## src/rtl/reset_request_generator_pkg.sv

```systemverilog
// Shared definitions for the reset request generator.
//   Cause bit indices into reset_cause, FSM state encodings, and a saturating
//   increment used by the request counter.
package reset_request_generator_pkg;

  localparam int unsigned CAUSE_BUTTON   = 0;
  localparam int unsigned CAUSE_SOFTWARE = 1;
  localparam int unsigned CAUSE_WATCHDOG = 2;
  localparam int unsigned CAUSE_PLL      = 3;
  localparam int unsigned CAUSE_W        = 4;

  localparam int unsigned COUNT_W = 8;

  localparam logic [1:0] IDLE    = 2'd0;
  localparam logic [1:0] ASSERT  = 2'd1;
  localparam logic [1:0] HOLDOFF = 2'd2;

  function automatic logic [COUNT_W-1:0] sat_inc(input logic [COUNT_W-1:0] value);
    return (&value) ? value : value + COUNT_W'(1);
  endfunction

endpackage

```

## src/rtl/reset_request_generator_if.sv

```systemverilog
// Request/status bundle of the reset request generator.
//   master: request sources and status reader (drives requests, reads status)
//   slave : the generator (reads requests, drives reset_request and status)
interface reset_request_generator_if;
  import reset_request_generator_pkg::*;

  logic                 button_input;
  logic                 software_request;
  logic                 watchdog_enable;
  logic                 watchdog_kick;
  logic                 pll_locked_input;
  logic                 reset_cause_clear;
  logic                 reset_request;
  logic                 busy;
  logic [CAUSE_W-1:0]   reset_cause;
  logic [COUNT_W-1:0]   reset_count;

  modport master (
    output button_input, software_request, watchdog_enable, watchdog_kick,
           pll_locked_input, reset_cause_clear,
    input  reset_request, busy, reset_cause, reset_count
  );

  modport slave (
    input  button_input, software_request, watchdog_enable, watchdog_kick,
           pll_locked_input, reset_cause_clear,
    output reset_request, busy, reset_cause, reset_count
  );

endinterface

```

## src/rtl/reset_request_debounce.sv

```systemverilog
// Pushbutton debouncer with built-in resynchronizer.
//   clock, reset : system clock, async active-high reset
//   in           : raw asynchronous button level
//   stable       : debounced level; follows in after 2**BIT_PICKOFF steady clocks
//   rise         : one-clock pulse on a 0->1 change of stable
module reset_request_debounce #(
  parameter int unsigned BIT_PICKOFF = 16
) (
  input  logic clock,
  input  logic reset,
  input  logic in,
  output logic stable,
  output logic rise
);

  logic                 sync;
  logic [BIT_PICKOFF:0] count_q, count_next;
  logic                 stable_q, rise_q;

  reset_request_resync u_resync (
    .clock    (clock),
    .reset    (reset),
    .async_in (in),
    .sync_out (sync)
  );

  assign count_next = count_q + (BIT_PICKOFF + 1)'(1);

  // Count only while the synced level disagrees with the accepted level; any
  // bounce back to the accepted level restarts the interval.
  always_ff @(posedge clock or posedge reset) begin
    if (reset) begin
      count_q  <= '0;
      stable_q <= 1'b0;
      rise_q   <= 1'b0;
    end else begin
      rise_q <= 1'b0;
      if (sync == stable_q) begin
        count_q <= '0;
      end else if (count_next[BIT_PICKOFF]) begin
        count_q  <= '0;
        stable_q <= sync;
        rise_q   <= sync;
      end else begin
        count_q <= count_next;
      end
    end
  end

  assign stable = stable_q;
  assign rise   = rise_q;

endmodule

```

## src/rtl/reset_request_resync.sv

```systemverilog
// Two-flop synchronizer for an asynchronous single-bit input.
//   clock, reset : system clock, async active-high reset (output clears to 0)
//   async_in     : asynchronous input
//   sync_out     : input resynchronized to clock, two cycles of latency
module reset_request_resync (
  input  logic clock,
  input  logic reset,
  input  logic async_in,
  output logic sync_out
);

  logic meta_q, sync_q;

  always_ff @(posedge clock or posedge reset) begin
    if (reset) begin
      meta_q <= 1'b0;
      sync_q <= 1'b0;
    end else begin
      meta_q <= async_in;
      sync_q <= meta_q;
    end
  end

  assign sync_out = sync_q;

endmodule

```

## src/rtl/reset_request_generator.sv

```systemverilog
// Reset request generator: merges button, software, watchdog and PLL-loss
// requests into one stretched, rate-limited reset_request pulse.
//   clock : free-running system clock
//   reset : async active-high, clears all state
//   bus   : requests in (button, software, watchdog enable/kick, pll lock,
//           cause clear); reset_request, busy, sticky reset_cause and
//           saturating reset_count out
module reset_request_generator
  import reset_request_generator_pkg::*;
#(
  parameter int unsigned DEBOUNCE_BIT_PICKOFF = 16,
  parameter int unsigned PULSE_BIT_PICKOFF    = 8,
  parameter int unsigned HOLDOFF_BIT_PICKOFF  = 10,
  parameter int unsigned WATCHDOG_BIT_PICKOFF = 24
) (
  input  logic                       clock,
  input  logic                       reset,
  reset_request_generator_if.slave   bus
);

  localparam int unsigned CntW = (PULSE_BIT_PICKOFF > HOLDOFF_BIT_PICKOFF) ?
                                 PULSE_BIT_PICKOFF : HOLDOFF_BIT_PICKOFF;
  localparam logic [CntW-1:0] PulseLast = CntW'((32'd1 << PULSE_BIT_PICKOFF) - 32'd1);
  localparam logic [CntW-1:0] HoldLast  = CntW'((32'd1 << HOLDOFF_BIT_PICKOFF) - 32'd1);

  // Button
  logic button_stable, button_rise;

  reset_request_debounce #(
    .BIT_PICKOFF (DEBOUNCE_BIT_PICKOFF)
  ) u_debounce (
    .clock  (clock),
    .reset  (reset),
    .in     (bus.button_input),
    .stable (button_stable),
    .rise   (button_rise)
  );

  // PLL loss: only a lock that was once seen can be lost.
  logic pll_sync, pll_armed_q, pll_prev_q, pll_loss;

  reset_request_resync u_pll_resync (
    .clock    (clock),
    .reset    (reset),
    .async_in (bus.pll_locked_input),
    .sync_out (pll_sync)
  );

  assign pll_loss = pll_armed_q & pll_prev_q & ~pll_sync;

  // State
  logic [1:0]                  state_q, state_d;
  logic [CntW-1:0]             phase_q, phase_d;
  logic                        req_q, req_d;
  logic                        busy_q, busy_d;
  logic [CAUSE_W-1:0]          cause_q, cause_d;
  logic [COUNT_W-1:0]          count_q, count_d;
  logic [WATCHDOG_BIT_PICKOFF:0] wd_q, wd_d, wd_next;
  logic                        wd_fire_q, wd_fire_d;
  logic [CAUSE_W-1:0]          events;

  always_comb begin
    events                 = '0;
    events[CAUSE_BUTTON]   = button_rise;
    events[CAUSE_SOFTWARE] = bus.software_request;
    events[CAUSE_WATCHDOG] = wd_fire_q;
    events[CAUSE_PLL]      = pll_loss;
  end

  // Watchdog runs only while idle; firing clears the counter on the same edge.
  always_comb begin
    wd_next   = wd_q + (WATCHDOG_BIT_PICKOFF + 1)'(1);
    wd_d      = wd_next;
    wd_fire_d = 1'b0;
    if (!bus.watchdog_enable || bus.watchdog_kick || (state_q != IDLE)) begin
      wd_d = '0;
    end else if (wd_next[WATCHDOG_BIT_PICKOFF]) begin
      wd_d      = '0;
      wd_fire_d = 1'b1;
    end
  end

  always_comb begin
    state_d = state_q;
    phase_d = phase_q + CntW'(1);
    req_d   = req_q;
    busy_d  = busy_q;
    count_d = count_q;
    case (state_q)
      IDLE: begin
        phase_d = '0;
        req_d   = 1'b0;
        busy_d  = 1'b0;
        if (|events) begin
          state_d = ASSERT;
          req_d   = 1'b1;
          busy_d  = 1'b1;
          count_d = sat_inc(count_q);
        end
      end
      ASSERT: begin
        if (phase_q == PulseLast) begin
          state_d = HOLDOFF;
          req_d   = 1'b0;
          phase_d = '0;
        end
      end
      HOLDOFF: begin
        if (phase_q == HoldLast) begin
          state_d = IDLE;
          busy_d  = 1'b0;
          phase_d = '0;
        end
      end
      default: begin
        state_d = IDLE;
        req_d   = 1'b0;
        busy_d  = 1'b0;
        phase_d = '0;
      end
    endcase
    // Events in any state are recorded; a coincident clear loses only older bits.
    cause_d = (bus.reset_cause_clear ? '0 : cause_q) | events;
  end

  always_ff @(posedge clock or posedge reset) begin
    if (reset) begin
      state_q     <= IDLE;
      phase_q     <= '0;
      req_q       <= 1'b0;
      busy_q      <= 1'b0;
      cause_q     <= '0;
      count_q     <= '0;
      wd_q        <= '0;
      wd_fire_q   <= 1'b0;
      pll_armed_q <= 1'b0;
      pll_prev_q  <= 1'b0;
    end else begin
      state_q     <= state_d;
      phase_q     <= phase_d;
      req_q       <= req_d;
      busy_q      <= busy_d;
      cause_q     <= cause_d;
      count_q     <= count_d;
      wd_q        <= wd_d;
      wd_fire_q   <= wd_fire_d;
      pll_armed_q <= pll_armed_q | pll_sync;
      pll_prev_q  <= pll_sync;
    end
  end

  assign bus.reset_request = req_q;
  assign bus.busy          = busy_q;
  assign bus.reset_cause   = cause_q;
  assign bus.reset_count   = count_q;

endmodule

```

## src/flat_wrapper.sv

```systemverilog
// flat-port wrapper written by rule: the top's interface ports become plain ports
module reset_request_generator_flat import reset_request_generator_pkg::*;
#(
  parameter int unsigned DEBOUNCE_BIT_PICKOFF = 16,
  parameter int unsigned PULSE_BIT_PICKOFF    = 8,
  parameter int unsigned HOLDOFF_BIT_PICKOFF  = 10,
  parameter int unsigned WATCHDOG_BIT_PICKOFF = 24
)
  (clock, reset, bus_button_input, bus_software_request, bus_watchdog_enable, bus_watchdog_kick, bus_pll_locked_input, bus_reset_cause_clear, bus_reset_request, bus_busy, bus_reset_cause, bus_reset_count);
  reset_request_generator_if bus_i ();
  input  logic clock;
  input  logic reset;
  input wire logic [$bits(bus_i.button_input)-1:0] bus_button_input;
  input wire logic [$bits(bus_i.software_request)-1:0] bus_software_request;
  input wire logic [$bits(bus_i.watchdog_enable)-1:0] bus_watchdog_enable;
  input wire logic [$bits(bus_i.watchdog_kick)-1:0] bus_watchdog_kick;
  input wire logic [$bits(bus_i.pll_locked_input)-1:0] bus_pll_locked_input;
  input wire logic [$bits(bus_i.reset_cause_clear)-1:0] bus_reset_cause_clear;
  output wire logic [$bits(bus_i.reset_request)-1:0] bus_reset_request;
  output wire logic [$bits(bus_i.busy)-1:0] bus_busy;
  output wire logic [$bits(bus_i.reset_cause)-1:0] bus_reset_cause;
  output wire logic [$bits(bus_i.reset_count)-1:0] bus_reset_count;
  assign bus_i.button_input = bus_button_input;
  assign bus_i.software_request = bus_software_request;
  assign bus_i.watchdog_enable = bus_watchdog_enable;
  assign bus_i.watchdog_kick = bus_watchdog_kick;
  assign bus_i.pll_locked_input = bus_pll_locked_input;
  assign bus_i.reset_cause_clear = bus_reset_cause_clear;
  assign bus_reset_request = bus_i.reset_request;
  assign bus_busy = bus_i.busy;
  assign bus_reset_cause = bus_i.reset_cause;
  assign bus_reset_count = bus_i.reset_count;
  reset_request_generator #(.DEBOUNCE_BIT_PICKOFF(DEBOUNCE_BIT_PICKOFF), .PULSE_BIT_PICKOFF(PULSE_BIT_PICKOFF), .HOLDOFF_BIT_PICKOFF(HOLDOFF_BIT_PICKOFF), .WATCHDOG_BIT_PICKOFF(WATCHDOG_BIT_PICKOFF)) u_core (.clock(clock), .reset(reset), .bus(bus_i));
endmodule
```

## config.mk

```make
export PLATFORM = sky130hd
export DESIGN_NAME = reset_request_generator_flat
export DESIGN_NICKNAME = d
export VERILOG_FILES = /design/src/rtl/reset_request_generator_pkg.sv /design/src/rtl/reset_request_generator_if.sv /design/src/rtl/reset_request_debounce.sv /design/src/rtl/reset_request_resync.sv /design/src/rtl/reset_request_generator.sv /design/src/flat_wrapper.sv
export SDC_FILE = /design/constraint.sdc
export NUM_CORES = 1
export LEC_CHECK = 0
export CORE_MARGIN = 3
export CORE_UTILIZATION = 25
export CTS_BUF_LIST = sky130_fd_sc_hd__clkbuf_16
export DETAILED_ROUTE_END_ITERATION = 8
export GPL_ROUTABILITY_DRIVEN = 1
export GPL_TIMING_DRIVEN = 0
export HOLD_SLACK_MARGIN = 0.1
export SLEW_MARGIN = 0
export SYNTH_ARGS = -nofsm -noshare
export SYNTH_HDL_FRONTEND = slang
export SYNTH_SLANG_ARGS = --single-unit
export TNS_END_PERCENT = 50
```

## constraint.sdc

```tcl
create_clock -name clock -period 3.55 [get_ports clock]
set_input_delay 0.8875 -clock clock [delete_from_list [all_inputs] [get_ports clock]]
set_output_delay 0.8875 -clock clock [all_outputs]
set_load 0.01 [all_outputs]
```

==> impl_metrics.toml, run 1 <==
[logic_synthesis]
synth_edf_count = 0
synth_common_cells = "75 x dfrtp_1, 32 x nor2_1, 24 x nand3_1"
synth_top_area_share = 0.530
synthMostInstantiatedCell = "dfrtp_1"
yosys-top-cells-area = "dfrtp_1 53%, xnor2_1 5.2%, xor2_1 5.2%"
synth.distinct_cells = 38
syn_avg_cell_area_sq_um = 10.4
synthesis.nets = 354
yosysSeqAreaShare = 0.530
yosys.area.top_type = "dfrtp_1"
synth-seq-cells = 75
synthArstFlopShare = 1.00
netlist_instances = 339
ys_warn_count = 0
syn-cell-area_sq_um = 3540
yosys_most_used_dff = "dfrtp_1"

[cts]
cts_sinks = 75
cts_tree = "done"
ctsResizeCount = 0
clk_path_buf_depth = 2
clock_latency_ns = 0.33
cts_setup_buffers = 0
cts_root_buf = "clkbuf_16"
path_clk_slew_ns = 0.06
holdBufCountCts = 0
cts_buffers = 9
cts-htree-levels = 3

[critical_path]
crit_fanout = 10
arrival_ns = 2.64
worstSetupPathType = "reg -> reg"
worstSetupStartpointType = "flop"
endpoint_kind = "flop"
critical_path_required_ns = 3.74

[placement]
hpwl_microns = 4980
place_congestion = 0.779
numPortBuffers = 21
place_inst = 537

[sta]
post-route-min-period_ns = 2.45
final_hold_viol_count = 0
fmax_mhz = 408
setup_viol = 0
tightest_slew_ns = 0.620
layout_worst_path_cycle_share = 0.690
rsz0062_at_grt = "no"
slew_headroom = 0.584
clock_skew_ns = 0.00631
tns_ns = 0
slew_viol_final = 0

[pwr]
powerDensity_nw_per_um2 = 421
peakVddDrop_uv = 204
p_leak_nw = 1.74
total_power_mw = 1.81

[finish]
final_util = 0.317
nets = 387
stdcell_count = 553
areaGrowthSynthToFinish_pct = 21.3
drive_gt1_frac = 0.0822
antenna_cells = 0

[die]
dieArea_sq_um = 15600
initial_core_util = 0.261
die_h_microns = 125
die_w_microns = 125
ioPinCount = 22
rows = 42
fp.coreArea_sq_um = 13600

[global_route]
grtUsageTotal = 0.0945
overflow = 0
antenna_found_initial = 0
grt_pass1_wl_microns = 12300
grt_max_degree = 51
grt_pass1_vias = 2556

[drt]
met1Wirelength_microns = 3410
drt_iter0_drc = 157
via_count = 2624
finalWirelength_microns = 7120
wl_met3_microns = 298
drt-wirelength-per-cell_microns = 12.9
vias_per_cell = 4.75
route.detailed.drc = 0
top_layer = "met4"
first_pass_iters = 5
ant_nets = 0
wl_met2_microns = 3350

[status]
status = "completed"

[job]
max-cap-violations = 0

[hold_path]
hold_class = "reg -> reg"
==> where the power goes <==
group	leakage [nW]	internal (mW)	total, mW	switching, mW
sequential	0.994	0.863	0.868	0.00522
clock	0.141	0.541	0.893	0.352
combinational	0.609	0.0187	0.0472	0.0284
==> per-layer routing <==
| metal | vias up | global-route usage |
|---|---|---|
| met4 | 0 | 0.0293 |
| met5 | - | 0 |
| met1 | 1282 | 0.125 |
| met3 | 8 | 0.0324 |
| met2 | 48 | 0.147 |
| li1 | 1286 | - |
==> worst paths after layout <==
path,cells past startpoint,startpoint,slack [ns],end
worst max-delay path,6,u_core.wd_q[9]$_DFF_PP0_,1.10,u_core.wd_q[7]$_DFF_PP0_
worst min-delay path,0,u_core.u_pll_resync.meta_q$_DFF_PP0_,0.35,u_core.u_pll_resync.sync_out$_DFF_PP0_
worst max register to register,6,u_core.wd_q[9]$_DFF_PP0_,1.10,u_core.wd_q[7]$_DFF_PP0_
worst min register to register,0,u_core.u_pll_resync.meta_q$_DFF_PP0_,0.35,u_core.u_pll_resync.sync_out$_DFF_PP0_
max in group asynchronous,3,reset,2.12,u_core.wd_q[9]$_DFF_PP0_
min in group asynchronous,2,reset,0.88,u_core.bus.reset_count[7]$_DFFE_PP0P_
==> cell families after synthesis <==
family,Yosys count,synth area share
and+or+nand+nor,155,0.238
AOI/OAI and AO/OA,34,0.0644
xor gates and xnor gates,42,0.104
buffers and inverters,22,0.0262
adders and majority gates,7,0.0248
muxes,4,0.0124
DFF,75,0.530
==> state kept, by name (all words and copies together), names as in the netlist, 2 cells and up <==
name	count
u_core.bus.reset_count	8
u_core.state_q	2
u_core.bus.reset_cause	4
u_core.phase_q	10
u_core.u_debounce.count_q	16
u_core.wd_q	24
==> layout make-up <==
type,instances,area (sq um)
fillers,1356,9270
flip-flops and latches,75,1880
multi-input cells,242,1570
repair buffers,22,238
clock buffers,9,225
well taps,176,220
clock inverters,7,68.8
inverters,13,51.3
plain buffers,9,43.8
==> stage by stage <==
step | hold slack (ns) | cell area (sq um) | setup slack, ns
finish | 0.346 | 4290 | 1.10
global placement | 0.332 | 3970 | -0.497
floorplan | 0.331 | 3540 | 0.753
global route | 0.359 | 4290 | 0.927
detailed placement | 0.336 | 4000 | 0.824
CTS | 0.348 | 4290 | 1.11
==> cell usage in the layout, fill, tap and decap left out, types with 8 or more instances in the layout <==
master / count
xnor2_1: 21
clkdlybuf4s50_1: 21
inv_1: 12
and4_1: 9
nor3_1: 22
nor2_1: 32
dfrtp_1: 75
nor4_1: 8
nand4_1: 12
nand2_1: 19
nand3_1: 24
or4_1: 9
clkbuf_16: 9
xor2_1: 21
a21oi_1: 9
==> worst max-delay path: stages (launching register included) <==
cell      delay, ns
dfrtp_1        0.43
nand4_2        0.18
or4_1          0.53
clkbuf_2       0.19
nor3_2         0.56
buf_2          0.33
nor3_1         0.08
Note: power is estimated with default switching activity, not from simulation.
==> run 2, diff against run 1 <==
- clock period: 3.55 -> 2.2 ns (I/O delays scaled with it)
==> run 2 against run 1 <==
Compared with the run above: design area up 0.50%; maximum frequency grew 15%; sequential cell count did not move; clock skew decreased by 0.0022 ns; highest routed layer unchanged.
==> impl_metrics.toml, run 2 (synthesis gave the netlist of run 1 again) <==
[critical_path]
crit_cells = 5
path_delay_family = "simple AND/OR/NAND/NOR gates"
worstSetupPathType = "reg -> reg"
cpMostUsedCell = "or4_1"
reg2reg_from = "u_core.wd_q[9]$_DFF_PP0_"
arrival_ns = 2.37
crit_fanout = 7
worstSetupStartpointType = "flop"
crit_chain = "nand4_4 -> or4_1 -> buf_2 -> or4_1 -> a211oi_1"
reg2reg_depth = 5
endpoint_kind = "flop"
critPathSlowestCell = "or4_1"
critical_path_required_ns = 2.44
rrSetupSlack_ns = 0.06
cpPeakStageDelay_ns = 0.53
crit_buf_inv = 1
reg2reg_to = "u_core.wd_q[21]$_DFF_PP0_"

[global_route]
overflow = 0
grt_pass1_vias = 2548
use_met2 = 0.146
grt_use_met1 = 0.124
grt_pass1_wl_microns = 12300
grt_max_degree = 40
grtUsageTotal = 0.0948
antenna_found_initial = 0
grtUsageMet3 = 0.0409
busiest_layer = "met2"

[cts]
cts_sinks = 75
cts-htree-levels = 3
clock_latency_ns = 0.33
path_clk_slew_ns = 0.06
clk_path_buf_depth = 2
cts_tree = "done"
cts_buffers = 9
holdBufCountCts = 0
cts_root_buf = "clkbuf_16"

[sta]
tightest_slew_ns = 0.794
rsz0062_at_grt = "yes"
fin_ws_ns = 0.0628
final_hold_viol_count = 0
post-route-min-period_ns = 2.14
slew_viol_final = 0
setup_viol = 0
fmax_mhz = 468
slew_headroom = 0.470
hold-worst-slack_ns = 0.349
layout_worst_path_cycle_share = 0.971
tns_ns = 0
clock_skew_ns = 0.00416

[hold_path]
min_from = "u_core.u_debounce.u_resync.meta_q$_DFF_PP0_"
hold_class = "reg -> reg"
hold_depth = 0
worst_hold_path.endpoint = "u_core.u_debounce.u_resync.sync_out$_DFF_PP0_"

[finish]
layout_common_cells = "72 x dfrtp_1, 32 x nor2_1, 23 x nand3_1"
largest-register = "u_core.wd_q"
reg_top3 = "u_core.wd_q x24, u_core.u_debounce.count_q x16, u_core.phase_q x10"
nFillCells = 1409
layout_commonest_cell = "dfrtp_1"
largest_reg_flops = 24
antenna_cells = 0
nets = 389
drive_gt1_frac = 0.0952
areaGrowthSynthToFinish_pct = 21.9

[drt]
route.detailed.drc = 0
vias_per_cell = 4.74
via_count = 2626
ant_nets = 0
drt_iter0_drc = 163
first_pass_iters = 4
finalWirelength_microns = 7050
drt-wirelength-per-cell_microns = 12.7

[die]
rows = 42
initial_core_util = 0.261
die_w_microns = 125
dieArea_sq_um = 15600
fp.coreArea_sq_um = 13600
ioPinCount = 22
die_h_microns = 125

[placement]
numPortBuffers = 21
place_ws_ns = -0.193
hpwl_microns = 4960
place_congestion = 0.794

[pwr]
p_leak_nw = 1.76
peakVddDrop_uv = 363
powerDensity_nw_per_um2 = 668

[job]
max-cap-violations = 0

[status]
status = "completed"
==> run 2: worst register-to-register path, cell delays in order (launching register included) <==
cell and delay (ns):
dfrtp_2 0.43, nand4_4 0.14, or4_1 0.53, buf_2 0.19
or4_1 0.52, a211oi_1 0.25
==> run 2: through the flow <==
step,area (sq um),utilization,total power [mW],std cells
5_1_grt,4310,0.318,3.01,554
3_5_place_dp,3990,0.294,1.50,537
4_1_cts,4300,0.317,2.93,553
6_report,4310,0.318,2.88,554
3_3_place_gp,3970,0.293,1.50,536
2_1_floorplan,3540,-,1.46,339
==> run 2: worst max path at each step <==
| stage | startpoint | to | slack, ns |
|---|---|---|---|
| 6_report | u_core.wd_q[9]$_DFF_PP0_ | u_core.wd_q[21]$_DFF_PP0_ | 0.06 |
| 2_1_floorplan | u_core.wd_q[9]$_DFF_PP0_ | u_core.wd_q[10]$_DFF_PP0_ | 0.18 |
| 5_1_grt | u_core.wd_q[9]$_DFF_PP0_ | u_core.wd_q[21]$_DFF_PP0_ | -0.006 |
| 4_1_cts | u_core.wd_q[10]$_DFF_PP0_ | u_core.wd_q[21]$_DFF_PP0_ | 0.02 |
| 3_3_place_gp | bus_software_request | u_core.bus.reset_count[1]$_DFFE_PP0P_ | -0.19 |
| 3_5_place_dp | u_core.wd_q[9]$_DFF_PP0_ | u_core.wd_q[12]$_DFF_PP0_ | -0.19 |
==> run 2: per-layer routing <==
layer / share of wire / vias up
met5: 0 / -
met4: 0.0078 / 0
met3: 0.044 / 6
met2: 0.47 / 29
met1: 0.48 / 1296
li1: - / 1295
==> run 2: final cells by class <==
class	count	area [sq um]	share of cell area
flip-flops and latches	75	1880	0.436
multi-input cells	242	1590	0.368
repair buffers	24	245	0.0568
clock buffers	9	225	0.0522
well taps	176	220	0.0510
clock inverters	6	57.6	0.0133
inverters	13	52.6	0.0122
plain buffers	9	43.8	0.0102
==> run 2: what timing repair did <==
action | CTS | global route
buffers inserted | 1 | 1
cloned | 0 | 0
setup endpoints to repair | 13 | 6
pin swaps | 1 | 0
resized for setup | 3 | 4
==> run 2: report_power, final <==
part           internal, mW  switching, mW  leakage (nW)
sequential             1.39        0.00824         0.989
clock                 0.862          0.546         0.141
combinational        0.0287         0.0455         0.634
